File: config.mk
export PLATFORM = sky130hd
export DESIGN_NAME = eth_arp_tx_flat
export DESIGN_NICKNAME = d
export VERILOG_FILES = /design/src/rtl/eth_arp_tx_if.sv /design/src/rtl/eth_arp_tx.sv /design/src/flat_wrapper.sv
export SDC_FILE = /design/constraint.sdc
export NUM_CORES = 1
export LEC_CHECK = 0
export CAP_MARGIN = 25
export CORE_UTILIZATION = 61
export CTS_CLUSTER_DIAMETER = 200
export DETAILED_ROUTE_END_ITERATION = 7
export PLACE_DENSITY = 0.95
export SETUP_SLACK_MARGIN = 0.3
export SLEW_MARGIN = 20
export SYNTH_ARGS = -nofsm -noshare
export SYNTH_HDL_FRONTEND = slang
export SYNTH_SLANG_ARGS = --single-unit
File: constraint.sdc
create_clock -name clk -period 10.18 [get_ports clk]
set_clock_uncertainty 0.15 [all_clocks]
set_input_delay 2.036 -clock clk [delete_from_list [all_inputs] [get_ports clk]]
set_output_delay 2.036 -clock clk [all_outputs]
set_load 0.05 [all_outputs]
File: src/rtl/eth_arp_tx_if.sv
// Trigger and GMII transmit signals of the ARP frame transmitter.
// master = controller side (arp_ctrl), slave = eth_arp_tx itself.
interface eth_arp_tx_if;
    logic        arp_tx_en;
    logic        arp_tx_type;
    logic [47:0] des_mac;
    logic [31:0] des_ip;
    logic        gmii_tx_en;
    logic [7:0]  gmii_txd;
    logic        tx_done;
    logic        tx_busy;

    modport master (
        output arp_tx_en, arp_tx_type, des_mac, des_ip,
        input  gmii_tx_en, gmii_txd, tx_done, tx_busy
    );

    modport slave (
        input  arp_tx_en, arp_tx_type, des_mac, des_ip,
        output gmii_tx_en, gmii_txd, tx_done, tx_busy
    );
endinterface

File: src/rtl/eth_arp_tx.sv
// GMII ARP transmitter: one strobe emits preamble, Ethernet II header, ARP
// payload, zero pad and CRC-32 FCS as 72 back-to-back bytes, then an IFG.
module eth_arp_tx #(
    parameter logic [47:0] BOARD_MAC  = 48'h00_11_22_33_44_55,
    parameter logic [31:0] BOARD_IP   = {8'd192, 8'd168, 8'd1, 8'd10},
    parameter logic [47:0] DES_MAC    = 48'hff_ff_ff_ff_ff_ff,
    parameter int          IFG_CYCLES = 12
) (
    input  logic        clk,
    input  logic        rst_n,
    eth_arp_tx_if.slave bus
);
    localparam logic [2:0] S_IDLE = 3'd0;
    localparam logic [2:0] S_PRE  = 3'd1;
    localparam logic [2:0] S_HEAD = 3'd2;
    localparam logic [2:0] S_ARP  = 3'd3;
    localparam logic [2:0] S_PAD  = 3'd4;
    localparam logic [2:0] S_FCS  = 3'd5;
    localparam logic [2:0] S_IFG  = 3'd6;

    localparam int CNT_MAX = (IFG_CYCLES > 28) ? IFG_CYCLES : 28;
    localparam int CNT_W   = $clog2(CNT_MAX);

    logic [2:0]       r_state;
    logic [CNT_W-1:0] r_cnt;
    logic             r_type;
    logic [47:0]      r_des_mac;
    logic [31:0]      r_des_ip;
    logic [31:0]      r_crc;
    logic             r_tx_done;

    logic [111:0]     w_head;
    logic [223:0]     w_arp;
    logic [CNT_W-1:0] w_head_idx;
    logic [CNT_W-1:0] w_arp_idx;
    logic [7:0]       w_head_byte;
    logic [7:0]       w_arp_byte;
    logic [7:0]       w_fcs_byte;
    logic [7:0]       w_byte;
    logic             w_last;
    logic             w_crc_en;
    logic             w_tx_en;

    // Reflected CRC-32 (poly 04C11DB7), one byte per call, LSB first.
    function automatic logic [31:0] crc32_byte(input logic [31:0] crc, input logic [7:0] data);
        logic [31:0] c;
        c = crc ^ {24'h0, data};
        for (int i = 0; i < 8; i++)
            c = c[0] ? ((c >> 1) ^ 32'hEDB8_8320) : (c >> 1);
        return c;
    endfunction

    assign w_head = {(r_type ? r_des_mac : DES_MAC), BOARD_MAC, 16'h0806};
    assign w_arp  = {16'h0001, 16'h0800, 8'h06, 8'h04, (r_type ? 16'h0002 : 16'h0001),
                     BOARD_MAC, BOARD_IP, (r_type ? r_des_mac : 48'h0), r_des_ip};

    // Fields are sent MSB byte first, so index from the top of each vector.
    assign w_head_idx  = CNT_W'(13) - r_cnt;
    assign w_arp_idx   = CNT_W'(27) - r_cnt;
    assign w_head_byte = 8'(w_head >> {w_head_idx, 3'b000});
    assign w_arp_byte  = 8'(w_arp >> {w_arp_idx, 3'b000});
    assign w_fcs_byte  = 8'(~r_crc >> {r_cnt, 3'b000});

    always_comb begin
        // NOTE: every combinational output gets a default first so no path can infer a latch.
        w_byte = 8'h00;
        w_last = 1'b0;
        case (r_state)
            S_PRE: begin
                w_byte = (r_cnt == CNT_W'(7)) ? 8'hD5 : 8'h55;
                w_last = (r_cnt == CNT_W'(7));
            end
            S_HEAD: begin
                w_byte = w_head_byte;
                w_last = (r_cnt == CNT_W'(13));
            end
            S_ARP: begin
                w_byte = w_arp_byte;
                w_last = (r_cnt == CNT_W'(27));
            end
            S_PAD:   w_last = (r_cnt == CNT_W'(17));
            S_FCS: begin
                w_byte = w_fcs_byte;
                w_last = (r_cnt == CNT_W'(3));
            end
            S_IFG:   w_last = (r_cnt == CNT_W'(IFG_CYCLES - 1));
            default: w_last = 1'b0;
        endcase
    end

    assign w_crc_en = (r_state == S_HEAD) || (r_state == S_ARP) || (r_state == S_PAD);
    assign w_tx_en  = (r_state != S_IDLE) && (r_state != S_IFG);

    always_ff @(posedge clk) begin
        // NOTE: state registers use non-blocking assignments so every flop samples pre-edge values.
        if (!rst_n) begin
            r_state   <= S_IDLE;
            r_cnt     <= '0;
            r_type    <= 1'b0;
            r_des_mac <= '0;
            r_des_ip  <= '0;
            r_crc     <= 32'hFFFF_FFFF;
            r_tx_done <= 1'b0;
        end else begin
            r_tx_done <= 1'b0;
            if (w_crc_en)
                r_crc <= crc32_byte(r_crc, w_byte);
            if (r_state == S_IDLE) begin
                if (bus.arp_tx_en) begin
                    r_type    <= bus.arp_tx_type;
                    r_des_mac <= bus.des_mac;
                    r_des_ip  <= bus.des_ip;
                    r_crc     <= 32'hFFFF_FFFF;
                    r_state   <= S_PRE;
                    r_cnt     <= '0;
                end
            end else if (w_last) begin
                r_state   <= (r_state == S_IFG) ? S_IDLE : r_state + 3'd1;
                r_cnt     <= '0;
                r_tx_done <= (r_state == S_FCS);
            end else begin
                r_cnt <= r_cnt + 1'b1;
            end
        end
    end

    assign bus.gmii_tx_en = w_tx_en;
    assign bus.gmii_txd   = w_byte;
    assign bus.tx_done    = r_tx_done;
    assign bus.tx_busy    = (r_state != S_IDLE);
endmodule

File: src/flat_wrapper.sv
// flat-port wrapper written by rule: the top's interface ports become plain ports
module eth_arp_tx_flat 
#(
    parameter logic [47:0] BOARD_MAC  = 48'h00_11_22_33_44_55,
    parameter logic [31:0] BOARD_IP   = {8'd192, 8'd168, 8'd1, 8'd10},
    parameter logic [47:0] DES_MAC    = 48'hff_ff_ff_ff_ff_ff,
    parameter int          IFG_CYCLES = 12
)
  (clk, rst_n, bus_arp_tx_en, bus_arp_tx_type, bus_des_mac, bus_des_ip, bus_gmii_tx_en, bus_gmii_txd, bus_tx_done, bus_tx_busy);
  eth_arp_tx_if bus_i ();
  input  logic clk;
  input  logic rst_n;
  input wire logic [$bits(bus_i.arp_tx_en)-1:0] bus_arp_tx_en;
  input wire logic [$bits(bus_i.arp_tx_type)-1:0] bus_arp_tx_type;
  input wire logic [$bits(bus_i.des_mac)-1:0] bus_des_mac;
  input wire logic [$bits(bus_i.des_ip)-1:0] bus_des_ip;
  output wire logic [$bits(bus_i.gmii_tx_en)-1:0] bus_gmii_tx_en;
  output wire logic [$bits(bus_i.gmii_txd)-1:0] bus_gmii_txd;
  output wire logic [$bits(bus_i.tx_done)-1:0] bus_tx_done;
  output wire logic [$bits(bus_i.tx_busy)-1:0] bus_tx_busy;
  assign bus_i.arp_tx_en = bus_arp_tx_en;
  assign bus_i.arp_tx_type = bus_arp_tx_type;
  assign bus_i.des_mac = bus_des_mac;
  assign bus_i.des_ip = bus_des_ip;
  assign bus_gmii_tx_en = bus_i.gmii_tx_en;
  assign bus_gmii_txd = bus_i.gmii_txd;
  assign bus_tx_done = bus_i.tx_done;
  assign bus_tx_busy = bus_i.tx_busy;
  eth_arp_tx #(.BOARD_MAC(BOARD_MAC), .BOARD_IP(BOARD_IP), .DES_MAC(DES_MAC), .IFG_CYCLES(IFG_CYCLES)) u_core (.clk(clk), .rst_n(rst_n), .bus(bus_i));
endmodule
==> results.txt, run 1 <==
Status: finished clean
RSZ-0062 raised after global routing: no
Placed Area: 8530 um2
Peak VDD IR: 0.128 mV
Nets: 1016
Largest net degree at the start of global routing: 93
Initial antenna violation count: 0
Sequential power share: 37.4%
Synth Instances: 858
Design area: 9150 um2
TritonCTS clock tree: done
Routed wire length per instance: 19.1 um
Slew headroom: 35.5%
Sequential element share of the synthesized area: 31.6%
Setup crit start kind: flop
Core area: 12200 um2
Internal Pwr Total: 1.02 mW
Boundary Pins: 95
Area grow syn2layout: 18.4%
Congestion Overflow GR: 0
Number of global-route vias before repair: 6575
Syn Std Cell Area: 7730 um2
CP required: 7.99 ns
F_max: 148 MHz
Count of flip-flops with a built-in enable after synthesis: 0
Filler cells: 854
Ant. Diodes: 0
Synth Flop Type: dfxtp_1
Crit-path max FO: 23
R2R Path End: u_core.r_crc[23]$_SDFF_PN1_
Routed vias: 6634
Mapped Nets: 959
Multi-input logic area: 4820 um2
Final Setup Violations: 0
Non-Filler Instances: 1093
FP Rows: 40
Setup WS post-layout: 3.43 ns
Worst-path clk slew: 0.06 ns
Placed Instances: 1064
Postcts setup bufs: 0
Total GRT Usage: 34.1%
DRT Pass-1 Iters: 5
Die Wd: 115 um
Die ar.: 13100 um2
Ys Warns: 0
RePlAce Congestion: 0.942
Sink Count: 122
Worst slack at placement: 4.00 ns
Sw Ratio: 26.1%
Most common library cell in the layout ignoring fill and taps: nand2_1
Post-layout min period: 6.75 ns
Worst Hold Class: reg -> reg
HP Start: u_core.r_des_ip[15]$_SDFFE_PN0P_
Mean Syn Cell Area: 9.00 um2
CTS Buf Count: 17
Worst hold margin: 0.312 ns
Combinational power share: 15.5%
Final Max Tran Viols: 0
RR Startpoint: u_core.r_cnt[2]$_SDFFE_PN0P_
Cell variety after synth: 89
Final core utilization: 75.2%
Tightest Pin Transition: 0.964 ns
First-pass GRT wire length: 33.9 mm
Post-route clock period utilization: 66.3%
Reg-to-reg slack, setup: 5.12 ns
Initial DRC Count: 720
Clock power frac: 47.1%
Min-Delay Endpoint: u_core.r_des_ip[15]$_SDFFE_PN0P_
Antenna viol nets, final: 0
Most frequent cells in the layout: 208 x nand2_1, 120 x dfxtp_1, 93 x clkdlybuf4s50_1
Die Ht: 115 um
Drt drc: 0
Share of cells above drive strength 1: 11.7%
Clk Latency, worst-skew pair: 0.42 ns
H-tree lvl count: 4
DPL Wire Length: 13.9 mm
Setup Total Neg Slack: 0 ns
Setup CP Type: reg -> out
Worst EP arrival: 4.57 ns
WL final: 20.9 mm
Initial Util: 63.5%
Final hold vios: 0
Net Switching: 0.360 mW
Lkg Pwr: 3.37 nW
Power Density: 151 nW/um2
Tot Pwr: 1.38 mW
CTS root buf: clkbuf_16
CP endpoint kind: output pin
Worst R2R Path Depth: 12
Port Buffers: 94
Vias per std cell: 6.07
CTS resizes: 0
Storage cell area: 2440 um2
Worst hold stages: 2
Hold buffer count at CTS: 0
Number of max-cap violations: 0
Max Buffers Root-to-Sink: 2
Asr flop ratio synth: 0%
Seq cells post-synth: 122
[final cells by class]
cell class / instances / share of cell area [%]
sequential: 122 / 26.7
timing repair buffer: 101 / 10.8
multi-input combinational: 656 / 52.7
inverter: 17 / 0.697
clock buffer: 19 / 4.95
clock inverter: 10 / 1.85
tap: 168 / 2.30
[synthesized netlist by cell type, types with 6 or more instances]
cell type / instances / share of area (%)
xnor2_1: 37 / 4.2
a21boi_0: 87 / 8.5
xor2_1: 20 / 2.3
mux2_2: 7 / 1.0
dfxtp_1: 122 / 32
o21ai_1: 6 / 0.39
ha_1: 17 / 2.8
mux4_1: 6 / 2.0
o21ai_0: 21 / 1.4
nor2_1: 31 / 1.5
a22oi_1: 6 / 0.58
buf_2: 6 / 0.39
inv_1: 16 / 0.78
clkbuf_1: 40 / 1.9
mux2i_1: 13 / 1.7
o211ai_1: 10 / 0.97
a21oi_1: 28 / 1.8
nand2_1: 209 / 10
nand3_1: 10 / 0.65
xnor2_4: 6 / 2.1
mux4_2: 18 / 5.2
nor3_1: 8 / 0.52
o22ai_1: 6 / 0.49
buf_6: 6 / 0.87
[flip-flops by register name, indices dropped and copies added, names as in the netlist]
| name | flops |
|---|---|
| u_core.bus.tx_done | 1 |
| u_core.r_cnt | 5 |
| u_core.r_crc | 32 |
| u_core.r_des_ip | 32 |
| u_core.r_des_mac | 48 |
| u_core.r_state | 3 |
| u_core.r_type | 1 |
[worst max-delay path, stage by stage (launching register included)]
cell,delay [ns]
dfxtp_1,0.83
inv_1,0.54
ha_1,0.78
inv_1,0.24
a221oi_1,0.26
a211oi_1,0.08
o32a_1,0.35
o21a_1,0.19
inv_1,0.08
clkdlybuf4s50_1,0.79
[layer usage]
metal  vias up  global-route usage [%]  share of wire, %
met5         -                       0                 0
met4         0                    14.8               3.5
met3        57                    8.36               7.3
met2       317                    55.0                47
met1      3163                    43.5                42
li1       3097                       -                 -
[cells by family (layout without fill, tap and decap cells)]
family	count (synthesis)	count (layout)	synth area share, %
AOI/OAI and AO/OA	216	216	20.3
DFF	122	122	31.6
and+or+nand+nor	301	301	16.8
xor gates and xnor gates	76	76	11.9
adders and majority gates	17	17	2.75
buffers and inverters	80	147	6.04
muxes	46	46	10.5
[how the worst max path moves through the flow]
stage                                 start               to  cells past startpoint
2_1_floorplan  u_core.r_cnt[1]$_SDFFE_PN0P_  bus_gmii_txd[4]                      9
3_3_place_gp   u_core.r_cnt[2]$_SDFFE_PN0P_  bus_gmii_txd[1]                      9
3_5_place_dp   u_core.r_cnt[2]$_SDFFE_PN0P_  bus_gmii_txd[1]                      9
4_1_cts        u_core.r_cnt[2]$_SDFFE_PN0P_  bus_gmii_txd[1]                      9
5_1_grt        u_core.r_cnt[2]$_SDFFE_PN0P_  bus_gmii_txd[1]                      9
6_report       u_core.r_cnt[2]$_SDFFE_PN0P_  bus_gmii_txd[1]                      9
[power by group through the flow]
stage | Combinational, mW | Clock, mW | Sequential [mW]
CTS | 0.211 | 0.646 | 0.516
global placement | 0.205 | 0 | 0.524
detailed placement | 0.208 | 0 | 0.525
floorplan | 0.147 | 0 | 0.519
global route | 0.230 | 0.671 | 0.518
finish | 0.213 | 0.649 | 0.516
(Power assumes the default switching activity.)
==> run 2, diff against run 1 <==
Settings changed: CORE_UTILIZATION 61 to 51, PLACE_DENSITY 0.95 to 0.87.
Clock period 10.18 ns to 6.2 ns, I/O delays scaled along.
==> run 2 against run 1 <==
Effect of this change: count of clock-buffer cells in the layout unchanged; worst hold slack about the same; worst setup slack worse by 2.5 ns; flip-flop and latch count unchanged; final area rose by 0.49%; combinational power rose by 59%; global-route usage down 6.5 points; clock power increased by 57%; critical endpoint is now bus_gmii_txd[4].
==> results.txt, run 2 (synthesized netlist as in run 1, its figures left out) <==
Power Density: 241 nW/um2 (was 151 nW/um2)
Die ar.: 15600 um2 (was 13100 um2)
FP Rows: 44 (was 40)
WL final: 20.5 mm (was 20.9 mm)
Drt drc: 0 (unchanged)
First-pass GRT wire length: 33.7 mm (was 33.9 mm)
Most frequent cells in the layout: 208 x nand2_1, 120 x dfxtp_1, 93 x clkdlybuf4s50_1 (unchanged)
TritonCTS clock tree: done (unchanged)
Sink Count: 122 (unchanged)
CTS Buf Count: 17 (unchanged)
Worst-path clk slew: 0.06 ns (about the same)
Core area: 14600 um2 (was 12200 um2)
Reg-to-reg slack, setup: 1.87 ns (was 5.12 ns)
Nets: 1021 (was 1016)
H-tree lvl count: 4 (unchanged)
Largest register FFs: 48 (unchanged)
HP Start: u_core.r_des_ip[27]$_SDFFE_PN0P_ (was u_core.r_des_ip[15]$_SDFFE_PN0P_)
RSZ-0062 raised after global routing: no (unchanged)
Min-Delay Endpoint: u_core.r_des_ip[27]$_SDFFE_PN0P_ (was u_core.r_des_ip[15]$_SDFFE_PN0P_)
Worst slack at placement: 1.38 ns (was 4.00 ns)
Worst R2R Path Depth: 11 (was 12)
Initial Util: 52.8% (was 63.5%)
Crit-path max FO: 56 (was 23)
Antenna viol nets, final: 0 (unchanged)
Setup Total Neg Slack: 0 ns (unchanged)
Setup crit start kind: flop (unchanged)
Routed wire length per instance: 18.3 um (was 19.1 um)
DPL Wire Length: 14.0 mm (was 13.9 mm)
Total GRT Usage: 27.6% (was 34.1%)
Worst hold stages: 2 (unchanged)
Setup WS post-layout: 0.890 ns (was 3.43 ns)
Worst path max stage delay: 0.70 ns (was 0.83 ns)
Share of cells above drive strength 1: 12.4% (was 11.7%)
Die Wd: 125 um (was 115 um)
Peak VDD IR: 0.189 mV (was 0.128 mV)
Lkg Pwr: 3.40 nW (was 3.37 nW)
Worst EP arrival: 3.92 ns (was 4.57 ns)
Hold buffer count at CTS: 0 (unchanged)
Critical path launch point: u_core.r_cnt[1]$_SDFFE_PN0P_ (was u_core.r_cnt[2]$_SDFFE_PN0P_)
CP endpoint kind: output pin (unchanged)
Ant. Diodes: 0 (unchanged)
Final Setup Violations: 0 (unchanged)
Initial DRC Count: 683 (was 720)
DRT Pass-1 Iters: 7 (was 5)
Largest net degree at the start of global routing: 93 (unchanged)
Number of max-cap violations: 0 (unchanged)
Slew headroom: 36.8% (was 35.5%)
RR Startpoint: u_core.r_cnt[0]$_SDFFE_PN0P_ (was u_core.r_cnt[2]$_SDFFE_PN0P_)
Post-route clock period utilization: 85.6%
Area grow syn2layout: 19.0% (was 18.4%)
Storage cell area: 2440 um2 (unchanged)
Status: finished clean (unchanged)
Max Buffers Root-to-Sink: 2 (unchanged)
Number of global-route vias before repair: 6380 (was 6575)
Port Buffers: 94 (unchanged)
Top Registers: u_core.r_des_mac x48, u_core.r_crc x32, u_core.r_des_ip x32 (unchanged)
Final Max Tran Viols: 0 (unchanged)
RePlAce Congestion: 0.926 (was 0.942)
Crit-path cells: buf_4, ha_1, xor2_1, o211a_1, a2111o_1, a311oi_2, a211oi_4, inv_1, clkdlybuf4s50_1 (was inv_1, ha_1, inv_1, a221oi_1, a211oi_1, o32a_1, o21a_1, inv_1, clkdlybuf4s50_1)
CTS root buf: clkbuf_16 (unchanged)
Boundary Pins: 95 (unchanged)
R2R Path End: u_core.r_crc[26]$_SDFF_PN1_ (was u_core.r_crc[23]$_SDFF_PN1_)
CP max-delay cell: clkdlybuf4s50_1 (was dfxtp_1)
Routed vias: 6505 (was 6634)
Filler cells: 1167 (was 854)
Postcts setup bufs: 0 (unchanged)
Initial antenna violation count: 0 (unchanged)
Final hold vios: 0 (unchanged)
Congestion Overflow GR: 0 (unchanged)
Setup CP Type: reg -> out (unchanged)
Multi-input logic area: 4820 um2 (unchanged)
CTS resizes: 0 (unchanged)
Clk Latency, worst-skew pair: 0.43 ns (was 0.42 ns)
Post-layout min period: 5.31 ns
CP required: 4.81 ns (was 7.99 ns)
Worst Hold Class: reg -> reg (unchanged)
Vias per std cell: 5.82 (was 6.07)
Die Ht: 125 um (was 115 um)
Biggest register: u_core.r_des_mac (unchanged)
Most common library cell in the layout ignoring fill and taps: nand2_1 (unchanged)
F_max: 188 MHz
Tightest Pin Transition: 0.948 ns (was 0.964 ns)
[run 2: cell types whose count changed in the layout (fill, tap and decap cells not counted)]
cell	change
clkinv_4	+1
buf_4	+5
clkinvlp_4	-2
clkinv_2	+1
inv_8	+2
bufinv_16	-2
inv_6	+3
[run 2: final cells by class]
type                       instances  area share, %
clock buffer                      19           4.93
clock inverter                    13           1.70
multi-input combinational        656           52.4
inverter                          17          0.694
tap                              184           2.50
timing repair buffer             106           11.2
sequential                       122           26.6
[run 2: metal layers]
layer / wire length [um] / global-route usage (%) / vias to the layer above
met5: 0 / 0 / -
met3: 1170 / 5.09 / 38
li1: - / - / 3102
met4: 512 / 11.6 / 0
met2: 9630 / 43.2 / 245
met1: 9170 / 37.4 / 3120
[run 2: worst max-delay path, delay by kind of cell (launching register included)]
kind	cells	cell delay, ns
buffers and inverters	3	1.36
adders and majority gates	1	0.32
DFF	1	0.32
AOI/OAI and AO/OA	4	0.92
xor gates and xnor gates	1	0.55
[run 2: where the power goes]
part / switching, mW / total, mW / internal (mW)
Clock: 0.399 / 1.02 / 0.623
Combinational: 0.176 / 0.339 / 0.163
Sequential: 0.0363 / 0.857 / 0.820
[run 2: worst max-delay path by stage]
stage / to / slack [ns] / cells past startpoint
final: bus_gmii_txd[4] / 0.89 / 9
after floorplan: bus_gmii_txd[4] / 2.09 / 9
after detailed placement: bus_gmii_txd[5] / 1.38 / 7
after global routing: bus_gmii_txd[4] / 0.71 / 9
after CTS: bus_gmii_txd[4] / 0.91 / 9
after global placement: bus_gmii_txd[1] / 1.40 / 10
[run 2: metrics by stage]
step | hold slack [ns] | std cells | util [%] | power (mW) | instance area (um2)
after floorplan | 0.289 | 858 | - | 1.09 | 7730
after global placement | 0.299 | 1085 | 58.6 | 1.20 | 8590
after detailed placement | 0.308 | 1085 | 58.6 | 1.21 | 8590
after CTS | 0.318 | 1117 | 62.8 | 2.22 | 9200
after global routing | 0.343 | 1117 | 62.8 | 2.30 | 9200
final | 0.313 | 1117 | 62.8 | 2.22 | 9200
